$ cat config.mk
export PLATFORM = sky130hd
export DESIGN_NAME = spike_encoder
export DESIGN_NICKNAME = d
export VERILOG_FILES = /design/src/rtl/spike_pkg.sv /design/src/rtl/spike_lane.sv /design/src/rtl/spike_encoder.sv
export SDC_FILE = /design/constraint.sdc
export NUM_CORES = 1
export LEC_CHECK = 0
export BUFFER_PORTS_ARGS = -buffer_cell sky130_fd_sc_hd__buf_2
export CAP_MARGIN = 20
export CORE_ASPECT_RATIO = 1.4
export CORE_MARGIN = 3
export CORE_UTILIZATION = 35
export DETAILED_ROUTE_END_ITERATION = 12
export GPL_TIMING_DRIVEN = 0
export PLACE_DENSITY = 0.66
export SLEW_MARGIN = 10
export SYNTH_ARGS = -nofsm -noshare
export SYNTH_HDL_FRONTEND = slang
export SYNTH_HIERARCHICAL = 1
export SYNTH_SLANG_ARGS = --single-unit
$ cat constraint.sdc
create_clock -name clk -period 3.3 [get_ports clk]
set_clock_uncertainty 0.1 [all_clocks]
set_input_delay 0.33 -clock clk [delete_from_list [all_inputs] [get_ports clk]]
set_output_delay 0.33 -clock clk [all_outputs]
set_load 0.05 [all_outputs]
$ cat src/rtl/spike_pkg.sv
// Shared types and default sizing for the time-to-first-spike encoder.
// Defaults mirror num_spikes / WBITS used by the neuron layer.
package spike_pkg;

  localparam int NUM_SPIKES = 4;
  localparam int WBITS      = 3;
  localparam int VBITS_DEF  = WBITS;
  localparam int GAMMA_DEF  = 2 ** VBITS_DEF;

  typedef enum logic [0:0] {
    IDLE = 1'b0,
    RUN  = 1'b1
  } enc_state_t;

endpackage

$ cat src/rtl/spike_lane.sv
// One encoder lane: captured spike time and enable, compare against the window
// counter, and a registered spike output that doubles as the STEP hold flop.
module spike_lane #(
  parameter int VBITS = 3,
  parameter int TW    = 3,
  parameter int STEP  = 0
) (
  input  logic             clk_i,
  input  logic             rst_n_i,
  input  logic             load_i,
  input  logic [VBITS-1:0] value_i,
  input  logic             en_i,
  input  logic [TW-1:0]    t_next_i,
  input  logic             run_next_i,
  input  logic             start_next_i,
  output logic             spike_o
);

  logic [VBITS-1:0] value_q, value_d;
  logic             en_q, en_d;
  logic             spike_q, spike_d;
  logic             fire;

  // Output is computed from next-cycle state so the registered spike lines up
  // with the window cycle it belongs to.
  always_comb begin
    value_d = load_i ? value_i : value_q;
    en_d    = load_i ? en_i : en_q;
    fire    = run_next_i && en_d && (value_d == VBITS'(t_next_i));
    spike_d = fire;
    if (STEP != 0) begin
      spike_d = fire || (spike_q && run_next_i && !start_next_i);
    end
  end

  always_ff @(posedge clk_i or negedge rst_n_i) begin
    if (!rst_n_i) begin
      value_q <= '0;
      en_q    <= 1'b0;
      spike_q <= 1'b0;
    end else begin
      value_q <= value_d;
      en_q    <= en_d;
      spike_q <= spike_d;
    end
  end

  assign spike_o = spike_q;

endmodule

$ cat src/rtl/spike_encoder.sv
// Time-to-first-spike encoder: turns a vector of intensities into one spike
// wave per GAMMA-cycle window; windows may run back-to-back.
module spike_encoder
  import spike_pkg::*;
#(
  parameter int N     = NUM_SPIKES,
  parameter int VBITS = VBITS_DEF,
  parameter int GAMMA = 2 ** VBITS,
  parameter int STEP  = 0
) (
  input  logic                  clk,
  input  logic                  rst_n,
  input  logic                  in_valid,
  output logic                  in_ready,
  input  logic [N-1:0][VBITS-1:0] in_values,
  input  logic [N-1:0]          in_en,
  output logic [N-1:0]          spikes_out,
  output logic                  win_start,
  output logic                  win_done,
  output logic                  busy,
  output enc_state_t            dbg_state
);

  localparam int TW = (GAMMA > 1) ? $clog2(GAMMA) : 1;
  localparam logic [TW-1:0] T_LAST = TW'(GAMMA - 1);

  // Handshake: a request transfers on any rising edge where in_valid and
  // in_ready are both high; in_ready depends only on state and t.
  enc_state_t    state_q, state_d;
  logic [TW-1:0] t_q, t_d;
  logic          accept;
  logic          run_next;
  logic          win_start_q, win_done_q, busy_q;

  assign in_ready = (state_q == IDLE) || ((state_q == RUN) && (t_q == T_LAST));
  assign accept   = in_valid && in_ready;

  always_comb begin
    state_d = state_q;
    t_d     = t_q;
    case (state_q)
      IDLE: begin
        if (accept) begin
          state_d = RUN;
          t_d     = '0;
        end
      end
      RUN: begin
        if (t_q == T_LAST) begin
          t_d = '0;
          if (!accept) state_d = IDLE;
        end else begin
          t_d = t_q + 1'b1;
        end
      end
      default: begin
        state_d = IDLE;
        t_d     = '0;
      end
    endcase
  end

  assign run_next = (state_d == RUN);

  always_ff @(posedge clk or negedge rst_n) begin
    if (!rst_n) begin
      state_q     <= IDLE;
      t_q         <= '0;
      win_start_q <= 1'b0;
      win_done_q  <= 1'b0;
      busy_q      <= 1'b0;
    end else begin
      state_q     <= state_d;
      t_q         <= t_d;
      win_start_q <= run_next && (t_d == '0);
      win_done_q  <= run_next && (t_d == T_LAST);
      busy_q      <= run_next;
    end
  end

  for (genvar i = 0; i < N; i++) begin : g_lane
    spike_lane #(
      .VBITS(VBITS),
      .TW   (TW),
      .STEP (STEP)
    ) u_lane (
      .clk_i       (clk),
      .rst_n_i     (rst_n),
      .load_i      (accept),
      .value_i     (in_values[i]),
      .en_i        (in_en[i]),
      .t_next_i    (t_d),
      .run_next_i  (run_next),
      .start_next_i(accept),
      .spike_o     (spikes_out[i])
    );
  end

  assign win_start = win_start_q;
  assign win_done  = win_done_q;
  assign busy      = busy_q;
  assign dbg_state = state_q;

endmodule

==> results of run 1 <==
sequential cells by signal (all words and copies together), names as in the netlist:
signal and cells:
busy 1, win_done 1, t_q 3, g_lane.u_lane/value_q 12, g_lane.u_lane/spike_o 4, win_start 1
g_lane.u_lane/en_q 4
stage by stage:
| step | cells | utilization | hold WS [ns] | instance area (µm²) | setup WS (ns) |
|---|---|---|---|---|---|
| 3_3_place_gp | 146 | 0.429 | 0.254 | 1350 | 0.664 |
| 6_report | 151 | 0.450 | 0.205 | 1420 | 0.612 |
| 5_1_grt | 151 | 0.450 | 0.200 | 1420 | 0.423 |
| 2_1_floorplan | 80 | - | -0.0656 | 1170 | 0.543 |
| 4_1_cts | 151 | 0.450 | 0.203 | 1420 | 0.561 |
| 3_5_place_dp | 146 | 0.429 | 0.265 | 1350 | 0.587 |
layer usage:
metal / vias to the layer above / global-route usage / share of wire
met4: 0 / 0.0471 / 0.014
met1: 354 / 0.140 / 0.42
met3: 4 / 0.0140 / 0.049
li1: 341 / - / -
met5: - / 0 / 0
met2: 18 / 0.189 / 0.51
cells by family (layout without fill, tap and decap cells):
family,after synthesis,in the layout,share of synthesized area
AOI/OAI and AO/OA,3,3,0.0182
xor gates and xnor gates,12,12,0.0899
adders and majority gates,2,2,0.0214
buffers and inverters,2,34,0.00964
DFF,26,26,0.557
muxes,16,16,0.180
and+or+nand+nor,19,19,0.124
synth_stat cells:
master                     count
sky130_fd_sc_hd__buf_4         1
sky130_fd_sc_hd__and2_1        1
sky130_fd_sc_hd__o21ai_2       1
sky130_fd_sc_hd__nor3b_1       1
sky130_fd_sc_hd__inv_1         1
sky130_fd_sc_hd__ha_1          2
sky130_fd_sc_hd__mux2_4        8
sky130_fd_sc_hd__a21o_1        1
sky130_fd_sc_hd__nand2b_1      4
sky130_fd_sc_hd__mux2_2        8
sky130_fd_sc_hd__dfrtp_1      26
sky130_fd_sc_hd__o21ai_1       1
sky130_fd_sc_hd__nand2_1       6
sky130_fd_sc_hd__nor4_2        4
sky130_fd_sc_hd__xor2_1       12
sky130_fd_sc_hd__nor2_1        1
sky130_fd_sc_hd__nor4b_2       2
worst max path at each step:
stage	depth (start not counted)	endpoint	slack, ns
2_1_floorplan	7	g_lane[0].u_lane/spike_o	0.54
3_3_place_gp	7	g_lane[0].u_lane/spike_o	0.66
3_5_place_dp	7	g_lane[2].u_lane/spike_o	0.59
4_1_cts	7	g_lane[2].u_lane/spike_o	0.56
5_1_grt	7	g_lane[0].u_lane/spike_o	0.42
6_report	7	g_lane[2].u_lane/spike_o	0.61
worst max-delay path, delay by kind of cell, from the launching register on:
kind / cells / cell delay, ns
XOR/XNOR: 1 / 0.15
adder cells (fa/ha/maj): 2 / 0.34
flip-flops: 1 / 0.41
multiplexers: 1 / 0.44
AND/OR/NAND/NOR: 3 / 1.14
power by group through the flow:
| stage | sequential [mW] | combinational (mW) | clock [mW] |
|---|---|---|---|
| finish | 0.509 | 0.829 | 0.204 |
| CTS | 0.510 | 0.843 | 0.210 |
| detailed placement | 0.515 | 0.839 | 0 |
| global route | 0.521 | 0.913 | 0.221 |
| floorplan | 0.548 | 0.642 | 0 |
| global placement | 0.508 | 0.814 | 0 |
layout make-up:
| cell class | count | area [µm²] |
|---|---|---|
| repair buffers | 28 | 145 |
| flip-flops and latches | 26 | 651 |
| clock buffers | 4 | 55.1 |
| plain buffers | 1 | 7.51 |
| fillers | 299 | 1740 |
| multi-input cells | 52 | 507 |
| inverters | 1 | 3.75 |
| well taps | 39 | 48.8 |
timing repair:
item | 4_1_cts | 5_1_grt
resized for setup | 0 | 0
hold endpoints to repair | 26 | 0
hold buffers | 1 | 0
==> results_dict.tcl, run 1 <==
set metrics [dict create \
    p_per_area_nw_per_um2 1090 \
    final_layout_size_suffix_gt1_frac 0.491 \
    cpMaxStageDelayCell "sky130_fd_sc_hd__and2_1" \
    fp-row-count 24 \
    clkPwrFrac 0.132 \
    synth_top_cell_by_area "sky130_fd_sc_hd__dfrtp_1" \
    cts-root-buf "sky130_fd_sc_hd__clkbuf_8" \
    hold_end "g_lane[0].u_lane/value_q[0]" \
    drt-vias-per-instance 4.75 \
    numClockSinks 26 \
    port_buffers 27 \
    globalplace.congestion 0.779 \
    startpoint "t_q[0]" \
    cp-end-kind "register" \
    power_switching_mw 0.625 \
    p_leak_nw 0.687 \
    detailed_route_drc_error_count 0 \
    post_synthesis_cell_area_um2 1170 \
    final_cell_mix "27 x sky130_fd_sc_hd__buf_2, 26 x sky130_fd_sc_hd__dfrtp_1, 12 x sky130_fd_sc_hd__xor2_1, 8 x sky130_fd_sc_hd__mux2_4, 8 x sky130_fd_sc_hd__mux2_2" \
    clk-insertion-delay-late_ns 0.27 \
    finalSetupTns_ns 0 \
    mappedNetlistNets 101 \
    detailroute.via_count 717 \
    synth_area_per_cell_um2 14.6 \
    drv_slew 0 \
    cts_tree "done" \
    p_int_mw 0.918 \
    grt_antenna_before_repair 0 \
    global_route.overflow_total 0 \
    finish.net_count 134 \
    worst_path_largest_cell_delay_ns 0.72 \
    grt_first_pass_wirelength_um 3370 \
    ys_warn_count 6 \
    critical_path_peak_fanout 16 \
    detail-route-antenna-nets 0 \
    overall_track_demand_over_capacity_in_global_routing 0.112 \
    postCtsSetupBuffers 0 \
    cts_inserted_buffers 3 \
    synth.yosys.seq_area_share 0.557 \
    timing.critical_path.from_type "register" \
    die_width_um 54.8 \
    switching_share_of_power 0.405 \
    min_period_over_period 0.814 \
    dp_hpwl_um 1470 \
    ys_ff_latch 26 \
    start_util 0.371 \
    total_design_power_mw 1.54 \
    postRouteWirelength_um 2060 \
    detailedRoute.firstPassIterationCount 2 \
    report.final.setup_viol 0 \
    h-tree-depth 1 \
    netlist.area_leader.share 0.557 \
    largest_buffer_count_on_any_clock_path 2 \
    rrSetupSlack_ns 0.61 \
    n_antenna_cell 0 \
    timing.final.crit_period_ns 2.69 \
    core_um2 3150 \
    floorplan.die_area_um2 4080 \
    rr_endpoint "g_lane[2].u_lane/spike_o" \
    p_seq_frac 0.330 \
    drt-wirelength-per-cell_um 13.6 \
    tightestPinTransition_ns 0.871 \
    floorplan.io_pins 28 \
    yosys-top-cells-area "sky130_fd_sc_hd__dfrtp_1 56%, sky130_fd_sc_hd__mux2_4 10%, sky130_fd_sc_hd__xor2_1 9.0%" \
    maxClockFrequency_ghz 0.372 \
    share_comb_of_total_power 0.537 \
    layout_commonest_cell "sky130_fd_sc_hd__buf_2" \
    rsz0062_at_grt "false" \
    run_status "completed" \
    min_path_cells 2 \
    timing.critical_path.cells "ha_1, ha_1, nand2b_1, and2_1, mux2_2, xor2_1, nor4_2" \
    crit_type "register to register" \
    number_of_global_route_vias_before_repair 754 \
    synthDistinctLibCells 17 \
    rr_startpoint "t_q[0]" \
    grt_max_degree 27 \
    cts.reportedPaths.clkPinSlew_ns 0.09 \
    path_common_cell "sky130_fd_sc_hd__ha_1" \
    max_slew_headroom 0.419 \
    min-delay-path-class "primary input to register" \
    postSynthCellCount 80 \
    fin_hold_viols 0 \
    area_growth_syn_to_layout_pct 21.3 \
    critPathArrivalTime_ns 2.76 \
    min-delay-start "in_values[0]" \
    maxCapViolations 0 \
    detailedRoute.firstIterationViolations 7 \
    timing.reg2reg.worst_path_depth 7 \
    fp.dieH_um 74.4 \
    critical_path_required_ns 3.37 \
    vdd.ir_drop.worst_mv 0.528 \
]
No activity file was read; power rests on OpenSTA's default activity.
==> run 2: changes to the inputs <==
Settings changed: PLACE_DENSITY 0.66 to 0.68.
Clock period 3.3 ns to 2.2 ns, I/O delays scaled along.
==> results_dict.tcl, run 2 (synthesized netlist as in run 1, its figures left out) <==
set metrics [dict create \
    max_slew_headroom 0.523 \
    overall_track_demand_over_capacity_in_global_routing 0.125 \
    detailed_route_drc_error_count 0 \
    fp-row-count 24 \
    start_util 0.371 \
    total_design_power_mw 2.36 \
    critPathArrivalTime_ns 2.22 \
    tightestPinTransition_ns 0.711 \
    area.sequential_um2 651 \
    cts-root-buf "sky130_fd_sc_hd__clkbuf_8" \
    globalplace.congestion 0.635 \
    worst_path_largest_cell_delay_ns 0.42 \
    global_route.overflow_total 0 \
    cts_inserted_buffers 3 \
    detailedRoute.firstPassIterationCount 4 \
    min_period_over_period 0.978 \
    grt_first_pass_wirelength_um 3530 \
    path_common_cell "sky130_fd_sc_hd__ha_1" \
    grt_antenna_before_repair 0 \
    run_status "completed" \
    timing.critical_path.from_type "register" \
    port_buffers 27 \
    grt_max_degree 27 \
    timing.final.crit_period_ns 2.15 \
    placedCellCount 146 \
    largest_buffer_count_on_any_clock_path 2 \
    largest_register_ffs 12 \
    drt-wirelength-per-cell_um 14.4 \
    min-delay-start "in_values[0]" \
    cts_tree "done" \
    floorplan.io_pins 28 \
    floorplan.die_area_um2 4080 \
    maxCapViolations 0 \
    vdd.ir_drop.worst_mv 0.766 \
    maxClockFrequency_ghz 0.465 \
    numClockSinks 26 \
    cts.reportedPaths.clkPinSlew_ns 0.09 \
    core_um2 3150 \
    p_leak_nw 0.700 \
    fin_hold_viols 0 \
    die_width_um 54.8 \
    finish.net_count 136 \
    postRouteWirelength_um 2200 \
    report.final.setup_viol 0 \
    p_per_area_nw_per_um2 1630 \
    rrSetupSlack_ns 0.05 \
    final_layout_size_suffix_gt1_frac 0.518 \
    largest_register "g_lane.u_lane/value_q" \
    cp-end-kind "register" \
    min-delay-path-class "primary input to register" \
    critical_path_required_ns 2.27 \
    n_antenna_cell 0 \
    non_filler_instances 153 \
    detailedRoute.firstIterationViolations 6 \
    fillers 308 \
    worst_hold_slack_ns 0.0952 \
    min_path_cells 2 \
    cpMaxStageDelayCell "sky130_fd_sc_hd__dfrtp_1" \
    drv_slew 0 \
    number_of_global_route_vias_before_repair 775 \
    clk-insertion-delay-late_ns 0.26 \
    utilization 0.458 \
    layout_commonest_cell "sky130_fd_sc_hd__buf_2" \
    critical_path_peak_fanout 8 \
    area_growth_syn_to_layout_pct 23.6 \
    timing.critical_path.cells "ha_1, ha_1, nand2b_4, and2_4, mux2_4, xor2_1, nor4_2" \
    detailroute.via_count 725 \
    detail-route-antenna-nets 0 \
    rr_startpoint "t_q[0]" \
    fp.dieH_um 74.4 \
    multiInputGateArea_um2 526 \
    h-tree-depth 1 \
    rr_endpoint "g_lane[1].u_lane/spike_o" \
    hold_end "g_lane[0].u_lane/value_q[0]" \
    drt-vias-per-instance 4.74 \
    crit_type "register to register" \
    final_cell_mix "27 x sky130_fd_sc_hd__buf_2, 26 x sky130_fd_sc_hd__dfrtp_1, 12 x sky130_fd_sc_hd__xor2_1, 8 x sky130_fd_sc_hd__mux2_4, 8 x sky130_fd_sc_hd__mux2_2" \
    timing.reg2reg.worst_path_depth 7 \
]
==> run 2: routing by layer <==
metal / GRT usage / wire length, µm
met5: 0 / 0
met4: 0.0970 / 51
met3: 0.0281 / 137
met2: 0.197 / 1140
met1: 0.141 / 876
==> run 2: power breakdown <==
group          total [mW]  switching (mW)  leakage [nW]  internal [mW]
sequential          0.762          0.0780         0.318          0.684
clock               0.303           0.143        0.0288          0.160
combinational        1.29           0.735         0.354          0.559
total                2.36           0.956         0.700           1.40
==> run 2: worst max path at each step <==
stage                     startpoint                       end  slack (ns)
after floorplan               t_q[0]  g_lane[0].u_lane/spike_o        0.02
after global placement        t_q[0]  g_lane[0].u_lane/spike_o        0.05
after detailed placement      t_q[0]  g_lane[0].u_lane/spike_o        0.01
after CTS                     t_q[0]  g_lane[0].u_lane/spike_o        0.03
after global routing          t_q[0]  g_lane[1].u_lane/spike_o      -0.006
final                         t_q[0]  g_lane[1].u_lane/spike_o        0.05
==> run 2: final cells by class <==
type                            count  share of cell area
Sequential cell                    26               0.451
Multi-Input combinational cell     53               0.364
Timing Repair Buffer               29               0.106
Clock buffer                        4              0.0381
Tap cell                           39              0.0338
Buffer                              1             0.00520
Inverter                            1             0.00260
==> run 2: critical path, delay by kind of cell (launching register included) <==
family	cells	cell delay, ns
multiplexers	1	0.32
XOR/XNOR	1	0.15
adder cells (fa/ha/maj)	2	0.41
AND/OR/NAND/NOR	3	0.66
flip-flops	1	0.42
==> run 2: timing repair <==
item / CTS / global route
gates resized for setup: 0 / 1
buffers inserted: 0 / 1
hold buffers: 1 / 0
endpoints found under the hold margin: 26 / 0
setup endpoints to repair: 2 / 4
cloned: 1 / 0
pin swaps: 0 / 1
==> run 2: stage by stage <==
step / instance area [µm²] / setup TNS, ns / setup slack [ns]
global route: 1440 / -0.00751 / -0.00571
floorplan: 1180 / 0 / 0.0153
detailed placement: 1360 / 0 / 0.0119
CTS: 1440 / 0 / 0.0260
finish: 1440 / 0 / 0.0482
global placement: 1360 / 0 / 0.0541
==> run 3: changes to the inputs <==
Settings changed: SETUP_SLACK_MARGIN set to 0.5.
==> results_dict.tcl, run 3 (synthesized netlist as in run 1, its figures left out) <==
set metrics [dict create \
    numClockSinks 26 \
    vdd.ir_drop.worst_mv 0.763 \
    cts_tree "done" \
    cts-root-buf "sky130_fd_sc_hd__clkbuf_8" \
    min_period_over_period 0.952 \
    detailed_route_drc_error_count 0 \
    fp.dieH_um 74.4 \
    grt_antenna_before_repair 0 \
    overall_track_demand_over_capacity_in_global_routing 0.136 \
    tightestPinTransition_ns 0.725 \
    die_width_um 54.8 \
    maxClockFrequency_ghz 0.477 \
    global_route.overflow_total 0 \
    p_seq_frac 0.295 \
    number_of_global_route_vias_before_repair 862 \
    crit_type "register to register" \
    fp-row-count 24 \
    power_switching_mw 1.03 \
    finish.net_count 145 \
    min-delay-path-class "primary input to register" \
    h-tree-depth 1 \
    postRouteWirelength_um 2410 \
    largest_buffer_count_on_any_clock_path 2 \
    timing.final.crit_period_ns 2.10 \
    final_layout_size_suffix_gt1_frac 0.602 \
    max_slew_headroom 0.513 \
    cp-end-kind "register" \
    critPathArrivalTime_ns 2.17 \
    p_per_area_nw_per_um2 1650 \
    fin_hold_viols 0 \
    report.final.setup_viol 0 \
    detail-route-antenna-nets 0 \
    run_status "completed" \
    drv_slew 0 \
    start_util 0.371 \
    critical_path_required_ns 2.28 \
    rsz0062_at_grt "true" \
    maxCapViolations 0 \
    final_cell_mix "26 x sky130_fd_sc_hd__buf_2, 25 x sky130_fd_sc_hd__dfrtp_1, 12 x sky130_fd_sc_hd__mux2_4, 11 x sky130_fd_sc_hd__xor2_1, 9 x sky130_fd_sc_hd__buf_4" \
    cts.reportedPaths.clkPinSlew_ns 0.09 \
    detailedRoute.firstIterationViolations 6 \
    routedLengthMet1_um 955 \
    place_area_um2 1390 \
    layout_commonest_cell "sky130_fd_sc_hd__buf_2" \
    worst_hold_slack_ns 0.0948 \
    p_leak_nw 0.767 \
    area_growth_syn_to_layout_pct 36.2 \
    core_um2 3150 \
    dp_hpwl_um 1570 \
    p_int_mw 1.59 \
    globalplace.congestion 0.804 \
    critical_path_peak_fanout 8 \
    grt_first_pass_wirelength_um 3900 \
    met3WireLength_um 83 \
    port_buffers 27 \
    grt_max_degree 27 \
    floorplan.io_pins 28 \
    share_comb_of_total_power 0.587 \
    final_cell_area_um2 1590 \
    drt-wirelength-per-cell_um 14.9 \
    clkPwrFrac 0.118 \
    detailedRoute.firstPassIterationCount 2 \
    route.top_layer_used "met4" \
    wl_met2_um 1350 \
    clk-insertion-delay-late_ns 0.27 \
    timing.critical_path.from_type "register" \
    detailroute.via_count 757 \
    drt-vias-per-instance 4.67 \
    largest_register_ffs 12 \
    floorplan.die_area_um2 4080 \
    switching_share_of_power 0.392 \
    largest_register "g_lane.u_lane/value_q" \
    n_antenna_cell 0 \
    cts_inserted_buffers 3 \
]
-- run 3: routing by layer --
metal	track usage	up-vias
li1	-	358
met1	0.165	382
met2	0.217	13
met3	0.0200	4
met4	0.0859	0
met5	0	-
-- run 3: timing repair --
action / in CTS / in global routing
gates resized for setup: 3 / 4
hold buffers: 1 / 0
cloned: 0 / 0
endpoints found under the setup margin: 21 / 22
pin swaps: 1 / 1
buffers inserted: 5 / 6
endpoints found under the hold margin: 26 / 0
-- run 3: path summary, 6_finish.rpt --
check,slack (ns),cells past startpoint,endpoint,from
max in group asynchronous,1.20,2,busy,rst_n
setup / recovery,0.10,8,g_lane[0].u_lane/spike_o,t_q[1]
setup reg to reg,0.10,8,g_lane[0].u_lane/spike_o,t_q[1]
min in group asynchronous,0.39,2,g_lane[1].u_lane/value_q[2],rst_n
hold / removal,0.09,2,g_lane[0].u_lane/value_q[0],in_values[0]
hold reg to reg,0.41,1,g_lane[2].u_lane/en_q,g_lane[2].u_lane/en_q
-- run 3: per-stage QoR --
| step | util | total power, mW | setup WS, ns | TNS, ns | instances |
|---|---|---|---|---|---|
| after global routing | 0.505 | 2.82 | 0.0311 | 0 | 162 |
| after global placement | 0.442 | 2.07 | 0.0797 | 0 | 146 |
| after floorplan | - | 1.85 | 0.0763 | 0 | 80 |
| after detailed placement | 0.442 | 2.11 | -0.00197 | -0.00197 | 146 |
| after CTS | 0.487 | 2.54 | 0.0903 | 0 | 156 |
| final | 0.505 | 2.62 | 0.105 | 0 | 162 |
-- run 3: final cells by class --
type,count,area (µm²)
plain buffers,1,7.51
clock buffers,4,55.1
fillers,290,1560
inverters,1,3.75
multi-input cells,52,558
flip-flops and latches,26,652
well taps,39,48.8
repair buffers,39,267
-- run 3: critical path: stages (launching register included) --
cell and delay (ns):
sky130_fd_sc_hd__dfrtp_1 0.40, sky130_fd_sc_hd__ha_2 0.20, sky130_fd_sc_hd__ha_4 0.15, sky130_fd_sc_hd__nand2b_4 0.13, sky130_fd_sc_hd__and2_4 0.15, sky130_fd_sc_hd__buf_12 0.14, sky130_fd_sc_hd__mux2_4 0.30, sky130_fd_sc_hd__xor2_1 0.15
sky130_fd_sc_hd__nor4_2 0.26
-- run 3: power by group through the flow --
| stage | Clock [mW] | Combinational (mW) | Sequential, mW |
|---|---|---|---|
| floorplan | 0 | 1.02 | 0.833 |
| global placement | 0 | 1.29 | 0.774 |
| detailed placement | 0 | 1.32 | 0.787 |
| CTS | 0.317 | 1.45 | 0.775 |
| global route | 0.338 | 1.68 | 0.799 |
| finish | 0.309 | 1.54 | 0.774 |
